**src/rtl/gpr_sb.sv**
```systemverilog
// Parametrised GPR file with write-to-read bypass, busy scoreboard and a valid/ready dump engine.
// Optional: define GPR_R0_ZERO_EN to hardwire r0 to zero.
module gpr_sb #(
    parameter int unsigned DATA_WIDTH = 16,
    parameter int unsigned ADDR_WIDTH = 3
) (
    input  logic                  clk,
    input  logic                  rst,
    input  logic                  write_en,
    input  logic [ADDR_WIDTH-1:0] write_dest,
    input  logic [DATA_WIDTH-1:0] write_data,
    input  logic [ADDR_WIDTH-1:0] read_addr_1,
    output logic [DATA_WIDTH-1:0] read_data_1,
    output logic                  busy_1,
    input  logic [ADDR_WIDTH-1:0] read_addr_2,
    output logic [DATA_WIDTH-1:0] read_data_2,
    output logic                  busy_2,
    input  logic                  reserve_en,
    input  logic [ADDR_WIDTH-1:0] reserve_dest,
    input  logic                  dump_start,
    output logic                  dump_valid,
    input  logic                  dump_ready,
    output logic [ADDR_WIDTH-1:0] dump_addr,
    output logic [DATA_WIDTH-1:0] dump_data,
    output logic                  dump_busy
);

    localparam int unsigned NUM_REGS = 2 ** ADDR_WIDTH;

`ifdef GPR_R0_ZERO_EN
    localparam bit R0Zero = 1'b1;
`else
    localparam bit R0Zero = 1'b0;
`endif

    typedef enum logic [0:0] {StIdle, StSend} dump_state_e;

    logic [DATA_WIDTH-1:0] regs_q [NUM_REGS];
    logic [DATA_WIDTH-1:0] regs_d [NUM_REGS];
    logic [NUM_REGS-1:0]   busy_q, busy_d;
    dump_state_e           state_q, state_d;
    logic [ADDR_WIDTH-1:0] dump_addr_q, dump_addr_d;

    logic wr_ok;
    logic rsv_ok;
    logic hit_1;
    logic hit_2;

    assign wr_ok  = write_en && !(R0Zero && (write_dest == '0));
    assign rsv_ok = reserve_en && !(R0Zero && (reserve_dest == '0));
    assign hit_1  = write_en && (write_dest == read_addr_1);
    assign hit_2  = write_en && (write_dest == read_addr_2);

    // Register array and scoreboard next state; reserve is applied last so it wins.
    always_comb begin
        regs_d = regs_q;
        busy_d = busy_q;
        if (wr_ok) begin
            regs_d[write_dest] = write_data;
        end
        if (write_en) begin
            busy_d[write_dest] = 1'b0;
        end
        if (rsv_ok) begin
            busy_d[reserve_dest] = 1'b1;
        end
    end

    always_comb begin
        read_data_1 = regs_q[read_addr_1];
        if (hit_1) begin
            read_data_1 = write_data;
        end
        if (R0Zero && (read_addr_1 == '0)) begin
            read_data_1 = '0;
        end
        busy_1 = busy_q[read_addr_1] && !hit_1;
    end

    always_comb begin
        read_data_2 = regs_q[read_addr_2];
        if (hit_2) begin
            read_data_2 = write_data;
        end
        if (R0Zero && (read_addr_2 == '0)) begin
            read_data_2 = '0;
        end
        busy_2 = busy_q[read_addr_2] && !hit_2;
    end

    // Dump engine: one beat per register, addresses 0..NUM_REGS-1.
    always_comb begin
        state_d     = state_q;
        dump_addr_d = dump_addr_q;
        dump_valid  = 1'b0;
        dump_busy   = 1'b0;
        unique case (state_q)
            StIdle: begin
                if (dump_start) begin
                    state_d     = StSend;
                    dump_addr_d = '0;
                end
            end
            StSend: begin
                dump_valid = 1'b1;
                dump_busy  = 1'b1;
                if (dump_ready) begin
                    if (dump_addr_q == ADDR_WIDTH'(NUM_REGS - 1)) begin
                        state_d     = StIdle;
                        dump_addr_d = '0;
                    end else begin
                        dump_addr_d = dump_addr_q + ADDR_WIDTH'(1);
                    end
                end
            end
            default: state_d = StIdle;
        endcase
    end

    assign dump_addr = dump_addr_q;
    // Live register contents, deliberately without bypass.
    assign dump_data = regs_q[dump_addr_q];

    always_ff @(posedge clk) begin
        if (rst) begin
            for (int unsigned i = 0; i < NUM_REGS; i++) begin
                regs_q[i] <= '0;
            end
            busy_q      <= '0;
            state_q     <= StIdle;
            dump_addr_q <= '0;
        end else begin
            regs_q      <= regs_d;
            busy_q      <= busy_d;
            state_q     <= state_d;
            dump_addr_q <= dump_addr_d;
        end
    end

endmodule

```
**config.mk**
```make
export PLATFORM = sky130hd
export DESIGN_NAME = gpr_sb
export DESIGN_NICKNAME = d
export VERILOG_FILES = /design/src/rtl/gpr_sb.sv
export SDC_FILE = /design/constraint.sdc
export NUM_CORES = 1
export LEC_CHECK = 0
export CAP_MARGIN = 10
export CORE_ASPECT_RATIO = 1.5
export CORE_MARGIN = 1
export CORE_UTILIZATION = 35
export CTS_CLUSTER_DIAMETER = 30
export DETAILED_ROUTE_END_ITERATION = 8
export REMOVE_ABC_BUFFERS = 1
export SLEW_MARGIN = 5
export SYNTH_ARGS = -nofsm -noshare
export SYNTH_HDL_FRONTEND = slang
export SYNTH_SLANG_ARGS = --single-unit
```
**constraint.sdc**
```tcl
create_clock -name clk -period 1.8 [get_ports clk]
set_input_delay 0.27 -clock clk [delete_from_list [all_inputs] [get_ports clk]]
set_output_delay 0.27 -clock clk [all_outputs]
set_load 0.05 [all_outputs]
```
# Yosys cells after proc, flatten, opt, wreduce, memory -nomap -nowiden
# Index checks and enable logic that the tools add are counted.
[op_classes] addsub=1 n_lt_le_gt_ge=11 n_eq_ne=5 n_mux=33 bitwise_logic=8 reduce_logical=10
[ops] cell="$bmux 16 s3" count=3
[ops] cell="$mux 16" count=9
[ops] cell="$bwmux 128" count=1
[ops] cell="$demux 16 s3" count=1
[ops] cell="$ge 4x4->1 const B" count=4
[ops] cell="$lt 3x4->1 const B" count=4
[ops] cell="$mux 8" count=2
[ops] cell="$not 3->4" count=4
[ops] cell="$mux 3" count=3
[ops] cell="$and 8x8->8" count=1
[ops] cell="$mux 1" count=8
[ops] cell="$not 8->8" count=1
[ops] cell="$or 8x8->8" count=1
[ops] cell="$logic_and 1x1->1" count=7
[ops] cell="$bmux 1 s3" count=2
[ops] cell="$demux 1 s3" count=2
[ops] cell="$eq 3x3->1" count=2
[ops] cell="$ge 3x1->1 const B" count=2
[ops] cell="$pmux 3 s2" count=1
[ops] cell="$lt 4x1->1 const B" count=1
[ops] cell="$ne 2x2->1 const B" count=2
[ops] cell="$add 3x1->3 const B" count=1
[ops] cell="$eq 3x3->1 const B" count=1
[ops] cell="$logic_not 1->1" count=2
[ops] cell="other kinds (3)" count=3
[word_totals] regBits=140 input_bits=34 out_inout_bits=55 word_cells=79

# Longest topological paths before layout
[logic_depth] ltp_word=9 ltp_mapped=6 mapped_depth_nobuf=4

# Worst setup path after synthesis
# OpenSTA, ideal clock, no wires.
[synth_timing] kind="register to output" start="reg dump_addr_q[0] (netlist: dump_addr[0])" end="out dump_data[0]" t_arrival_ps=2144 t_required_ps=1530 path_slack_ps=-614 path_stages_with_launch=5 n_path_buf=2 cell_sequence="dfxtp_1 -> buf_2 -> buf_2 -> mux4_2 -> mux2_2"
[synth_via] elab_chain_len=4
[synth_lines] element="start, declared" line_no="42" rtl="logic [ADDR_WIDTH-1:0] dump_addr_q, dump_addr_d;"
[synth_lines] element="start signal, assigned" line_no="136" rtl="dump_addr_q <= dump_addr_d;"
[synth_lines] element="$not 3->4 (implied by the code)" line_no="122" rtl="assign dump_data = regs_q[dump_addr_q];"
[synth_lines] element="$bmux 16 s3" line_no="122"
[synth_lines] element="$mux 16 (implied by the code) (2 in series)" line_no="122"
[synth_lines] element="end, declared" line_no="24" rtl="output logic [DATA_WIDTH-1:0] dump_data,"
# Every way passes these cells. The select of a mux whose other input is x is not followed.

# Final worst setup path
[layout_timing] start="reg dump_addr_q[0] (netlist: dump_addr[0])" end="out dump_data[3]"
# The elaborated chain is that of the path after synthesis.

==> impl_metrics.env <==
export IMPL_outcome="finished with violations"
export IMPL_violations="negative setup slack"
export IMPL_max_freq_mhz=437
export IMPL_min_path_type="input port to register"
export IMPL_tightestPinTransition_ps=555
export IMPL_ant_nets=0
export IMPL_leakagePower_nw=4.89
export IMPL_routedWlPerCell_um=22.1
export IMPL_grt_pass1_vias=8026
export IMPL_numClockSinks=140
export IMPL_crit_type="register to output port"
export IMPL_nets=1105
export IMPL_cp_start_kind="register"
export IMPL_critical_path_arrival_ps=2020
export IMPL_dp_hpwl_um=20700
export IMPL_die_h_um=196
export IMPL_finalSetupViolations=50
export IMPL_wl_um=31000
export IMPL_ys_seq_area_frac=0.318
export IMPL_grt_max_degree=44
export IMPL_antennaDiodeCount=0
export IMPL_htree_levels=4
export IMPL_via_count=7850
export IMPL_crit_fanout=8
export IMPL_layout_drive_gt1_share=0.525
export IMPL_final_core_util=0.511
export IMPL_pin_count=89
export IMPL_dp_cells=1341
export IMPL_start_util=0.359
export IMPL_first_pass_iters=5
export IMPL_core_sq_um=24500
export IMPL_clkTransAtPathRegs_ps=70
export IMPL_relSlewSlack=0.630
export IMPL_period_minus_slack_ps=2290
export IMPL_synthDistinctLibCells=32
export IMPL_grt_overflow=0
export IMPL_drv_slew=0
export IMPL_rows=70
export IMPL_rrSetupSlack_ps=130
export IMPL_cap_violations=0
export IMPL_die_area_sq_um=25800
export IMPL_grt_use_total=0.242
export IMPL_synth_avg_cell_area_sq_um=10.2
export IMPL_cts_tree="yes"
export IMPL_clock_latency_ps=430
export IMPL_yosys_warnings=0
export IMPL_postLayoutSetupSlackWorst_ps=-489
export IMPL_final_common_cell="nand2_1"
export IMPL_powerDensity_nw_per_um2=683
export IMPL_die_x_um=132
export IMPL_syn_inst=863
export IMPL_cts_root_buf="clkbuf_16"
export IMPL_cts_hold_buf=0
export IMPL_holdWs_ps=319
export IMPL_drtIter0Drc=717
export IMPL_synth_area_sq_um=8810
export IMPL_area_delta_synth_final_pct=42.2
export IMPL_post_route_drc_count=0
export IMPL_portBuffers=88
export IMPL_setup_worst_path_end_class="output port"
export IMPL_post_route_period_util=1.27
export IMPL_rsz0062_at_grt="yes"
export IMPL_cts_buffer_depth=2
export IMPL_cp_data_required_time_ps=1530
export IMPL_gp_congestion=0.832
export IMPL_hold_violations=0
export IMPL_final_cells=1406
export IMPL_numCtsBuffers=17
export IMPL_total_power_mw=8.56
export IMPL_avgViaCountPerCell=5.58
export IMPL_grt_pass1_wl_um=47100
export IMPL_ys_ff_latch=140
export IMPL_fin_worst_skew_ps=5.33
export IMPL_antenna_found_initial=0
export IMPL_peakVddDrop_mv=0.724
export IMPL_layout_common_cells="260 x nand2_1, 168 x buf_4, 131 x a21oi_1"
-- where the power goes --
group	switching [mW]	total, mW	internal (mW)
Sequential	0.0655	3.24	3.17
Combinational	0.817	1.62	0.799
Clock	1.45	3.70	2.26
-- metal layers --
layer / share of wire / GRT usage
met1: 0.38 / 0.276
met2: 0.52 / 0.436
met3: 0.043 / 0.0319
met4: 0.053 / 0.136
met5: 0 / 0
-- logic make-up after synthesis --
kind of cell    Yosys count  share of synthesized area
mux                     183                      0.389
fa+ha+maj                 2                    0.00284
flops                   140                      0.318
simple gates            296                      0.143
compound gates          140                     0.0829
buf+inv                  96                     0.0586
xor+xnor                  6                    0.00596
-- state kept, by name (all words and copies together), names as in the netlist --
| name | cells |
|---|---|
| busy_q | 8 |
| dump_addr | 3 |
| regs_q | 128 |
| state_q | 1 |
-- worst paths after layout --
| path | start | end | depth (start not counted) |
|---|---|---|---|
| min reg2reg | busy_q[7] | busy_q[7] | 2 |
| max | dump_addr[0] | dump_data[3] | 4 |
| min | rst | dump_addr[2] | 2 |
| max reg2reg | dump_addr[0] | dump_addr[0] | 6 |
-- synth_stat cells, drive strengths merged --
master | count | area share
nand2 | 260 | 0.11
dfxtp | 140 | 0.32
a21oi | 131 | 0.074
mux4 | 100 | 0.28
mux2 | 82 | 0.11
clkbuf | 58 | 0.025
buf | 38 | 0.034
nor2 | 10 | 0.0043
xnor2 | 6 | 0.0060
a32oi | 5 | 0.0050
nand4 | 4 | 0.0043
nand4b | 4 | 0.0040
a22oi | 3 | 0.0026
and4b | 3 | 0.0034
nand4bb | 3 | 0.0038
nor2b | 3 | 0.0021
nor4bb | 3 | 0.0034
and2 | 2 | 0.0014
ha | 2 | 0.0028
a311oi | 1 | 0.00099
and4 | 1 | 0.00099
mux2i | 1 | 0.0011
nor4b | 1 | 0.0027
or3 | 1 | 0.00071
or4b | 1 | 0.0011
-- metrics by stage --
stage               setup TNS [ps]  cell area, sq um  setup slack, ps
floorplan                   -24670              8300            -1260
detailed placement          -46140             11100             -702
global placement            -44330             11100             -726
CTS                         -21590             12400             -515
global route                -22910             12500             -536
finish                      -20930             12500             -489
-- critical path, stage by stage, from the launching register on --
cell and delay, ps:
dfxtp_4 420, buf_12 170, mux4_2 540, mux2_4 300, buf_6 150
-- final cells by class --
class,instances,area [sq um]
fillers,2203,12000
multi-input cells,627,5590
repair buffers,283,3000
flip-flops and latches,140,2920
clock buffers,19,453
well taps,324,405
clock inverters,13,165
-- what timing repair did --
action,in CTS,in global routing
pin swaps,4,1
resized for setup,251,32
setup buffers,28,3
gates cloned,3,1
endpoints found under the setup margin,50,50
Power figures use the tool's default switching activity.
==> RTL change 1 (config.mk and constraints unchanged) <==
The parameter `ADDR_WIDTH` goes from 3 to 2.
--- a/src/rtl/gpr_sb.sv
+++ b/src/rtl/gpr_sb.sv
@@ -4,3 +4,3 @@
     parameter int unsigned DATA_WIDTH = 16,
-    parameter int unsigned ADDR_WIDTH = 3
+    parameter int unsigned ADDR_WIDTH = 2
 ) (
Interface: changed (5 resized); port bits go from 89 to 84. The function was not compared with the original's and may differ.
==> RTL change 1 against the original RTL <==
  * The run still ends with negative setup slack left
  * Via count decreased by 52%
  * Non-clock buffer count decreased by 138
  * Sequential cell count decreased by 69
  * Cell count decreased by 51%
  * Routed wire length decreased by 55%
  * Synthesized area decreased by 51%
  * Count of clock-buffer cells in the layout decreased by 4
  * Worst setup slack improved by 0.40 ns
  * Maximum frequency increased by 21%
  * Die area decreased by 50%
  * Power decreased by 46%
  * Design area decreased by 48%
  * Critical endpoint is now read_data_1[1]
  * Largest cell class unchanged
==> RTL change 1: results (changes against the original RTL) <==
outcome: "finished, violations left"
violations: "negative setup slack"
largest_reg_flops: 64  # -50%
setup_ws_ns: -0.0904  # +0.399 ns
crit_start: "regs_q[49]"
gp_congestion: 0.843  # +1.4%
grt_pass1_wl_mm: 21.7  # -54%
ys_types: 29  # -9.4%
inv_count: 1  # +1
wl_per_cell_um: 20.2  # -8.4%
multi_input_area_share: 0.421  # -0.0250
clock_cell_area_share: 0.0430  # -0.00636
port_buffers: 83  # -5.7%
wl_mm: 14.0  # -55%
cts.htree.levels: 3  # -1
whs_ns: 0.381  # +0.0627 ns
dpl_worst_slack_ns: -0.550  # +0.153 ns
worst_pin_slew_ns: 0.499  # -0.0561 ns
grt_max_degree: 32  # -27%
syn_area_per_cell_um2: 10.4  # +1.5%
yosys.area_share.adder: 0.00288  # +0.0000409
cts_sinks: 71  # -49%
cts-buffers-inserted: 9  # -8
coreArea_um2: 12000  # -51%
nClkBuffers: 15  # -4
place_area_um2: 5640  # -49%
grt_pass1_vias: 3921  # -51%
drtPass1Iterations: 4  # -1
vias_per_cell: 5.44  # -2.5%
dp.cells: 660  # -51%
worst-endpoint-arrival_ns: 1.62  # -0.40 ns
fillCellCount: 1087  # -51%
crit_fanout: 4  # -4
setup_violations: 48  # -4.0%
RTL change 1: report_power, final:
part	switching, W	internal (W)
Clock	0.000627	0.00104
Combinational	0.000668	0.000637
Sequential	0.0000543	0.00163
Total	0.00135	0.00331
RTL change 1: repair_timing:
action	in CTS	in global routing
endpoints found under the hold margin	0	0
setup endpoints to repair	50	49
gates resized for setup	150	17
setup buffers	14	0
gates cloned	5	0
pin swaps	4	1
RTL change 1: final timing paths:
path	end
worst max-delay path	read_data_1[1]
worst min register to register	regs_q[41]
worst max register to register	dump_addr[1]
worst min-delay path	busy_q[2]
RTL change 1: metal layers:
layer	vias up	part of all wire	wire, um	global-route usage
met5	-	0	0	0
met2	129	0.56	7850	0.419
met1	1864	0.36	5000	0.236
met3	34	0.050	707	0.0407
met4	0	0.034	480	0.123
li1	1750	-	-	-
RTL change 1: critical path, stage by stage, from the launching register on:
cell,delay [ns]
dfxtp_2,0.35
mux4_2,0.49
mux2_4,0.29
buf_12,0.15
==> RTL change 2 (same settings) <==
Made on the original files. Reset style: asynchronous (`rst`), changed in one clocked block.
--- a/src/rtl/gpr_sb.sv
+++ b/src/rtl/gpr_sb.sv
@@ -123,3 +123,3 @@
 
-    always_ff @(posedge clk) begin
+    always_ff @(posedge clk or posedge rst) begin
         if (rst) begin
Behaviour: differs if rst is asserted again (counterexample within 4 cycles, from zero or initial values and one cycle with rst high); with rst held inactive, the same outputs for 4 cycles.
==> RTL change 2 against the original RTL <==
  * The flow finishes with violations (design-rule violations, negative setup slack)
  * Design area rose by 2.7%
  * Worst hold slack got worse by 0.099 ns
  * Worst setup slack got worse by 0.075 ns
  * Utilization fell by 0.99 points
  * Synthesized area rose by 3.4%
  * Critical path depth rose by 1
  * Sequential cell count did not move
  * Routed wire length fell by 9.5%
  * Die area rose by 3.4%
  * Critical endpoint is now dump_data[14]
Power is not compared: it rests on default switching activity, and its combinational part moved more than twofold at a synthesized area within 25%.
==> RTL change 2: results (changes against the original RTL) <==
grt_pass1_wl_mm: 43.0  # -8.6%
setup_ws_ns: -0.564  # -0.0747 ns
dpl_worst_slack_ns: -0.722  # -0.0199 ns
grt.total_usage: 0.220  # -0.0220
outcome: "finished, violations left"
final_nets: 857  # -22%
gp_congestion: 0.802  # -3.5%
grt_pass1_vias: 7225  # -10%
dp.final_hpwl_mm: 19.3  # -6.4%
wl_per_cell_um: 24.1  # +9.1%
place_area_um2: 11700  # +5.3%
yosys-top-cells-count: "mux2_2, dfrtp_1, mux4_1"
min-delay-path-class: "in -> async"
clock_skew_ns: 0.000339  # -0.00499 ns
async_reset_ff_frac: 1.00  # +1.00
setup_violations: 51  # +2.0%
yosys-top-cells-area: "dfrtp_1, mux2_2, mux4_1"
ys_types: 29  # -9.4%
synthXorXnorAreaFrac: 0.00577  # -0.000196
drtPass1Iterations: 7  # +2
synth_compound_area_frac: 0.00824  # -0.0747
drc: 2  # +2
root_buffer: "clkbuf_16"
yosys.area_share.adder: 0.00275  # -0.0000936
synth.yosys.seq_area_share: 0.384  # +0.0664
synthFlopType: "dfrtp_1"
muxShareOfSynthArea: 0.539  # +0.150
setup_tns_ns: -24.47  # -3.54 ns
drt_iter0_drc: 343  # -52%
fillCellCount: 2181  # -1.0%
violations: "design-rule violations, negative setup slack"
grt_max_degree: 41  # -6.8%
vias_per_cell: 5.48  # -1.8%
-- RTL change 2: final timing paths --
| check | from | end | slack, ns | cells past startpoint |
|---|---|---|---|---|
| worst min register to register | busy_q[6] | busy_q[6] | 0.54 | 2 |
| worst max-delay path | dump_addr[0] | dump_data[14] | -0.56 | 5 |
| worst max register to register | dump_addr[0] | dump_addr[2] | 0.14 | 6 |
| min in group clk | dump_start | state_q | 0.44 | 3 |
| max in group asynchronous | rst | regs_q[24] | 0.96 | 3 |
| worst min-delay path | rst | state_q | 0.22 | 2 |
-- RTL change 2: final cells by class --
type | instances | area [um^2] | share of cell area
Inverter | 5 | 21.3 | 0.00165
Timing Repair Buffer | 300 | 3090 | 0.240
Sequential cell | 140 | 3510 | 0.273
Clock inverter | 10 | 143 | 0.0111
Clock buffer | 22 | 454 | 0.0353
Tap cell | 333 | 417 | 0.0324
Multi-Input combinational cell | 357 | 5230 | 0.407
-- RTL change 2: timing repair --
| action | in CTS | in global routing |
|---|---|---|
| gates cloned | 1 | 2 |
| buffers inserted | 23 | 11 |
| hold buffers | 0 | 0 |
| pin swaps | 2 | 1 |
| endpoints found under the setup margin | 55 | 95 |
| endpoints found under the hold margin | 0 | 0 |
| resized for setup | 172 | 32 |
-- RTL change 2: cell families after synthesis --
logic type	after synthesis
XOR/XNOR	6
buffers and inverters	66
flip-flops	140
AO/OA/AOI/OAI	11
adder cells (fa/ha/maj)	2
multiplexers	312
AND/OR/NAND/NOR	26
-- RTL change 2: power by group through the flow --
| stage | clock (W) | sequential (W) | combinational (W) |
|---|---|---|---|
| CTS | 0.00366 | 0.00447 | 0.00958 |
| detailed placement | 0 | 0.00450 | 0.00859 |
| floorplan | 0 | 0.00466 | 0.00497 |
| finish | 0.00361 | 0.00449 | 0.00991 |
| global route | 0.00380 | 0.00456 | 0.0104 |
| global placement | 0 | 0.00440 | 0.00844 |
-- RTL change 2: critical path, cell delays in order, from the launching register on --
cell       delay, ns
dfrtp_2         0.37
buf_12          0.14
clkbuf_16       0.18
mux4_2          0.51
mux2_4          0.30
buf_6           0.16
-- RTL change 2: per-stage QoR --
step	power [W]	std cells	utilization
after floorplan	0.00962	502	-
after global placement	0.0128	1099	0.455
after detailed placement	0.0131	1099	0.455
after CTS	0.0177	1155	0.492
after global routing	0.0187	1167	0.501
final	0.0180	1167	0.501
-- RTL change 2: layer usage --
layer / wire (um) / up-vias / track usage
met5: 0 / - / 0
met4: 956 / 0 / 0.0960
met1: 10500 / 3413 / 0.247
met3: 955 / 55 / 0.0271
met2: 15700 / 184 / 0.414
li1: - / 2744 / -
